===== src/rtl/clk_mode_pkg.sv =====
// Shared types and defaults for the run-clock mode controller.
// Optional auto-revert feature is enabled with CLK_MODE_AUTOREVERT_EN.
package clk_mode_pkg;

    typedef enum logic {
        SLOW = 1'b0,
        FAST = 1'b1
    } clk_mode_e;

    localparam int unsigned DEB_CYCLES_DEF   = 500000;
    localparam int unsigned FAST_TIMEOUT_DEF = 50000000;
    localparam int unsigned FAST_CNT_W       = 32;

    // Next mode on a toggle event.
    function automatic clk_mode_e toggle_mode(input clk_mode_e mode);
        return (mode == FAST) ? SLOW : FAST;
    endfunction

endpackage


===== src/rtl/btn_debounce.sv =====
// Two-flop synchroniser, stable-run debouncer and press pulse generator
// for the mode push-button.
module btn_debounce
    import clk_mode_pkg::*;
#(
    parameter int unsigned DEB_CYCLES = DEB_CYCLES_DEF
) (
    input  logic primitive_clk,
    input  logic rst_n,
    input  logic mode_btn,
    output logic btn_level,
    output logic press_pulse
);

    localparam int unsigned CNT_W = (DEB_CYCLES > 1) ? $clog2(DEB_CYCLES) : 1;
    localparam logic [CNT_W-1:0] CNT_LAST = CNT_W'(DEB_CYCLES - 1);

    logic             s1;
    logic             s2;
    logic [CNT_W-1:0] deb_cnt;
    logic             level_d;

    // Bring the asynchronous button into the clock domain.
    always_ff @(posedge primitive_clk or negedge rst_n) begin
        if (!rst_n) begin
            s1 <= 1'b0;
            s2 <= 1'b0;
        end else begin
            s1 <= mode_btn;
            s2 <= s1;
        end
    end

    // Accept a new level only after DEB_CYCLES consecutive disagreeing samples.
    always_ff @(posedge primitive_clk or negedge rst_n) begin
        if (!rst_n) begin
            deb_cnt   <= '0;
            btn_level <= 1'b0;
        end else if (s2 == btn_level) begin
            deb_cnt <= '0;
        end else if (deb_cnt == CNT_LAST) begin
            btn_level <= s2;
            deb_cnt   <= '0;
        end else begin
            deb_cnt <= deb_cnt + CNT_W'(1);
        end
    end

    // One-cycle pulse in the cycle after the debounced level rises.
    always_ff @(posedge primitive_clk or negedge rst_n) begin
        if (!rst_n) begin
            level_d     <= 1'b0;
            press_pulse <= 1'b0;
        end else begin
            level_d     <= btn_level;
            press_pulse <= btn_level & ~level_d;
        end
    end

endmodule


===== src/rtl/clk_mode_ctrl.sv =====
// Mode push-button to clk_switch level: debounce then SLOW/FAST toggle FSM.
// Define CLK_MODE_AUTOREVERT_EN to return to SLOW after FAST_TIMEOUT cycles.
module clk_mode_ctrl
    import clk_mode_pkg::*;
#(
    parameter int unsigned DEB_CYCLES   = DEB_CYCLES_DEF,
    parameter int unsigned FAST_TIMEOUT = FAST_TIMEOUT_DEF
) (
    input  logic primitive_clk,
    input  logic rst_n,
    input  logic mode_btn,
    output logic btn_level,
    output logic press_pulse,
    output logic clk_switch
);

    clk_mode_e state;
    logic      timeout_c;

    btn_debounce #(
        .DEB_CYCLES (DEB_CYCLES)
    ) u_deb (
        .primitive_clk (primitive_clk),
        .rst_n         (rst_n),
        .mode_btn      (mode_btn),
        .btn_level     (btn_level),
        .press_pulse   (press_pulse)
    );

`ifdef CLK_MODE_AUTOREVERT_EN
    localparam logic [FAST_CNT_W-1:0] FAST_LAST = FAST_CNT_W'(FAST_TIMEOUT - 1);

    logic [FAST_CNT_W-1:0] fast_cnt;

    assign timeout_c = (state == FAST) && (fast_cnt == FAST_LAST);

    // Cycles spent in FAST; zero in SLOW so every entry starts from 0.
    always_ff @(posedge primitive_clk or negedge rst_n) begin
        if (!rst_n) begin
            fast_cnt <= '0;
        end else if ((state == FAST) && !press_pulse && !timeout_c) begin
            fast_cnt <= fast_cnt + FAST_CNT_W'(1);
        end else begin
            fast_cnt <= '0;
        end
    end
`else
    logic unused_timeout;

    assign unused_timeout = ^FAST_TIMEOUT;
    assign timeout_c      = 1'b0;
`endif

    // Press and timeout coinciding in FAST is a single toggle back to SLOW.
    always_ff @(posedge primitive_clk or negedge rst_n) begin
        if (!rst_n) begin
            state <= SLOW;
        end else if (press_pulse || timeout_c) begin
            state <= toggle_mode(state);
        end
    end

    assign clk_switch = (state == FAST);

endmodule


===== config.mk =====
export PLATFORM = sky130hd
export DESIGN_NAME = clk_mode_ctrl
export DESIGN_NICKNAME = d
export VERILOG_FILES = /design/src/rtl/clk_mode_pkg.sv /design/src/rtl/btn_debounce.sv /design/src/rtl/clk_mode_ctrl.sv
export SDC_FILE = /design/constraint.sdc
export NUM_CORES = 1
export LEC_CHECK = 0
export ABC_AREA = 1
export CAP_MARGIN = 20
export CORE_MARGIN = 5
export CORE_UTILIZATION = 58
export CTS_BUF_LIST = sky130_fd_sc_hd__clkbuf_16
export DETAILED_ROUTE_END_ITERATION = 8
export GPL_TIMING_DRIVEN = 0
export HOLD_SLACK_MARGIN = 0.02
export PLACE_DENSITY = 0.88
export SYNTH_ARGS = -nofsm -noshare
export SYNTH_HDL_FRONTEND = slang
export SYNTH_SLANG_ARGS = --single-unit

===== constraint.sdc =====
create_clock -name primitive_clk -period 1.4 [get_ports primitive_clk]
set_input_delay 0.14 -clock primitive_clk [delete_from_list [all_inputs] [get_ports primitive_clk]]
set_output_delay 0.14 -clock primitive_clk [all_outputs]
set_load 0.01 [all_outputs]

-- Yosys cells after proc, flatten, opt, wreduce, memory -nomap -nowiden
Index checks and enable logic that the tools add are counted.
- add/sub/neg operators: 1
- eq/ne operators: 2
- muxes and demuxes: 3
- bitwise operators: 3
- reduce and logical (&&, ||, !) cells: 1
- operator list (kind ; number):
    $mux W19 ; 2
    $add A19 B1 Y19 const B ; 1
    $eq A19 B19 Y1 const B ; 1
    $not A1 Y1 ; 2
    $reduce_and A2 Y1 ; 1
    $and A1 B1 Y1 ; 1
    $eq A1 B1 Y1 ; 1
    $mux W1 ; 1
- register bits: 25
- bits of input ports: 3
- output and inout port bits: 3
- logic and storage cells: 17

-- Depth between registers and ports, before layout
- depth after elaboration: 3
- depth in mapped cells: 8
- gate-level depth less buffers: 8

-- Cells and area by module
A second synthesis with hierarchy kept.
- cells, all modules: 157
- area, all modules: 1285.0 um^2
- modules (own cells, without submodules) (module ; instances ; cells each ; area an instance (um^2) ; seq. area each (um^2)):
    btn_debounce ; 1 ; 151 ; 1241.2 ; 600.6
    clk_mode_ctrl ; 1 ; 6 ; 43.8 ; 25.0

-- Least setup slack after synthesis
No wires, ideal clock.
- path kind: register -> register
- start point: reg u_deb.deb_cnt[0]
- end point: reg u_deb.deb_cnt[18]
- library setup time: 0.119 ns
- arrival time: 1.129 ns
- required time: 1.281 ns
- setup slack: 0.152 ns
- stages on the path, launching flop included: 9
- path buffers: 0
- clock period less this slack: 1.248 ns
- cells stage by stage: dfrtp_1 > ha_1 > nand2_1 > nor2_2 > nand2_2 > nor2_1 > nand3_1 > nand3_1 > nor2_1
- word-level cells in the longest chain between the ends: 3
- elaborated cells on any way between the ends: 4
- classes of those cells: add/sub: 1; eq/ne: 1; mux: 2
- RTL lines (item ; line ; source):
    from (decl) ; btn_debounce.sv:20 ; logic [CNT_W-1:0] deb_cnt;
    from (signal assigned) ; btn_debounce.sv:45 ; deb_cnt <= deb_cnt + CNT_W'(1);
    $add A19 B1 Y19 or $eq A19 B19 Y1 (tied branches) ; btn_debounce.sv:45, btn_debounce.sv:41 ;
    $mux W19 * ; btn_debounce.sv:41 ; end else if (deb_cnt == CNT_LAST) begin
    $mux W19 * ; btn_debounce.sv:39 ; end else if (s2 == btn_level) begin
Mark *: on every way between the ends. The rest lies on a longest branch, timed or not.
A chain may end at the register's enable or synchronous reset.

-- Worst setup path in the final report
- start point: reg u_deb.deb_cnt[0]
- end point: reg u_deb.deb_cnt[16]
Same word-level chain as after synthesis.

==> flow_metrics.env <==
export IMPL_min_period_ps=1365
export IMPL_place_gp_congestion=0.9101
export IMPL_peakVddDrop_mv=0.9891
export IMPL_diodes=0
export IMPL_worstPathArrival_ps=1510
export IMPL_ant_nets=0
export IMPL_dieWidth_microns=56.89
export IMPL_dp_hpwl_microns=1841
export IMPL_cp_end_kind="register"
export IMPL_setup_viol=0
export IMPL_core_rowCount=17
export IMPL_tritoncts="built"
export IMPL_grt_pass1_wl_microns=4616
export IMPL_globalRouteTotalUtil_pct=18.39
export IMPL_cts_max_path_buffers=2
export IMPL_fp_dieH_microns=56.89
export IMPL_cts_made_buffers=3
export IMPL_yosysSeqAreaShare_pct=49.07
export IMPL_final_cell_mix="nor2_1 (30), dfrtp_1 (24), nand2_1 (23), inv_1 (19), nand3_1 (12)"
export IMPL_grt_max_degree=26
export IMPL_synth_nets=157
export IMPL_ios=6
export IMPL_max_freq_mhz=732.7
export IMPL_drv_slew=0
export IMPL_initial_core_util_pct=59.35
export IMPL_grt_setup_unrepaired="true"
export IMPL_hold_viol_final=0
export IMPL_grt_pass1_vias=1105
export IMPL_leakage_nw=0.6892
export IMPL_core_area_sq_um=2148
export IMPL_syn_to_final_growth_pct=18.65
export IMPL_netlist_cell_type_count=23
export IMPL_drt_vias_per_instance=5.656
export IMPL_final_common_cell="nor2_1"
export IMPL_hold_class="input port to async pin"
export IMPL_critPathLaunchType="register"
export IMPL_htreeDepth=1
export IMPL_wl_per_cell_microns=14.63
export IMPL_antenna_found_initial=0
export IMPL_fin_setup_tns_ps=0
export IMPL_ys_ff_latch=25
export IMPL_synth_cells=153
export IMPL_routed_wl_microns=2809
export IMPL_globalRouteOverflowTotal=0
export IMPL_path_max_fanout=4
export IMPL_fin_util_pct=70.41
export IMPL_numPortBuffers=5
export IMPL_crit_type="register to register"
export IMPL_worst_slew_pin_slew_ps=430.6
export IMPL_syn_area_per_cell_sq_um=8.333
export IMPL_firstDrtPassIters=4
export IMPL_status="finished clean"
export IMPL_total_power_mw=1.425
export IMPL_drt_initial_drc_count=28
export IMPL_num_vias=1086
export IMPL_drc=0
export IMPL_nFillCells=142
export IMPL_cap_violations=0
export IMPL_worstSkewPairLatency_ps=260
export IMPL_fin_worst_skew_ps=2.089
export IMPL_cp_required_ps=1540
export IMPL_cts_root_buf="clkbuf_16"
export IMPL_final_period_utilization_pct=97.49
export IMPL_drive_gt1_share_pct=17.07
export IMPL_cts_sinks=25
export IMPL_clk_pin_slew_ps=60
export IMPL_yosys_warnings=0
export IMPL_p_per_area_nw_per_um2=942.3
export IMPL_dieArea_sq_um=3236
export IMPL_layout_nets=169
export IMPL_netlist_area_sq_um=1275
export IMPL_slew_headroom_pct=71.20
kinds of logic after synthesis:
group | after synthesis | synth area share [%]
DFF | 25 | 49.07
AOI/OAI and AO/OA | 9 | 3.729
buffers and inverters | 20 | 5.888
and+or+nand+nor | 88 | 32.88
xor gates and xnor gates | 10 | 7.459
adders and majority gates | 1 | 0.9812
power breakdown:
| group | internal, mW | total [mW] | switching [mW] |
|---|---|---|---|
| Sequential | 0.732 | 0.743 | 0.0107 |
| Clock | 0.382 | 0.616 | 0.234 |
| Combinational | 0.0282 | 0.0666 | 0.0384 |
| Total | 1.14 | 1.43 | 0.283 |
synthesized netlist by cell type:
cell	n	area, sq um
xor2_2	1	16.27
nor2_4	3	33.78
nand2_4	1	11.26
xor2_1	7	61.31
nand4_1	2	12.51
o21ai_0	2	10.01
nand3_2	1	10.01
inv_2	2	7.510
o21ai_1	3	15.01
nor2_1	33	123.9
nand2_1	25	93.84
nor3b_1	1	7.510
inv_1	18	67.56
nor2_2	4	25.02
nor3b_2	1	12.51
nand3_1	12	60.06
nand2_2	3	18.77
nor3_1	2	10.01
o21a_1	1	7.510
dfrtp_1	25	625.6
ha_1	1	12.51
xnor2_1	2	17.52
a21oi_1	3	15.01
per-stage QoR:
step,cells,instance area (sq um),hold slack (ps),worst slack [ps]
floorplan,153,1275,-155.6,151.8
global placement,186,1360,340.6,-43.00
detailed placement,186,1360,350.2,-60.85
CTS,190,1453,319.0,27.37
global route,192,1513,214.8,-49.52
finish,192,1513,187.9,35.16
routing by layer:
layer / global-route usage (%) / vias to the layer above / part of all wire (%)
met2: 31.65 / 60 / 48
met1: 20.20 / 515 / 41
met3: 5.517 / 16 / 6.5
met5: 0 / - / 0
li1: - / 495 / -
met4: 9.272 / 0 / 3.8
registers in the layout (all words and copies together) (netlist names):
| register | count |
|---|---|
| u_deb.s2 | 1 |
| u_deb.press_pulse | 1 |
| u_deb.s1 | 1 |
| u_deb.btn_level | 1 |
| clk_switch | 1 |
| u_deb.deb_cnt | 19 |
| u_deb.level_d | 1 |
area by class of cell:
class,instances,area (sq um),area share (%)
timing repair buffer,7,87.58,5.790
clock inverter,1,3.754,0.2481
clock buffer,3,75.07,4.963
sequential,25,626.9,41.44
multi-input combinational,108,609.3,40.28
inverter,20,75.07,4.963
tap,28,35.03,2.316
final timing paths:
check / startpoint / end / slack (ps) / cells after the start
worst max-delay path: u_deb.deb_cnt[0] / u_deb.deb_cnt[16] / 40 / 6
worst min-delay path: rst_n / u_deb.deb_cnt[4] / 190 / 1
worst max register to register: u_deb.deb_cnt[0] / u_deb.deb_cnt[16] / 40 / 6
worst min register to register: u_deb.s1 / u_deb.s2 / 370 / 0
max in group asynchronous: rst_n / u_deb.btn_level / 770 / 2
min in group primitive_clk: mode_btn / u_deb.s1 / 320 / 1
what timing repair did:
item	4_1_cts	5_1_grt
hold endpoints to repair	0	0
setup endpoints to repair	10	13
setup buffers	0	1
hold buffers	0	0
resized for setup	5	6
pin swaps	0	2
worst max-delay path: stages, from the launching register on:
cell     delay (ps)
dfrtp_1         400
ha_4            180
nand2_4          80
nor2_4          160
nand3_1         180
nor3_1          170
nor2_1           70
Power figures use the tool's default switching activity.
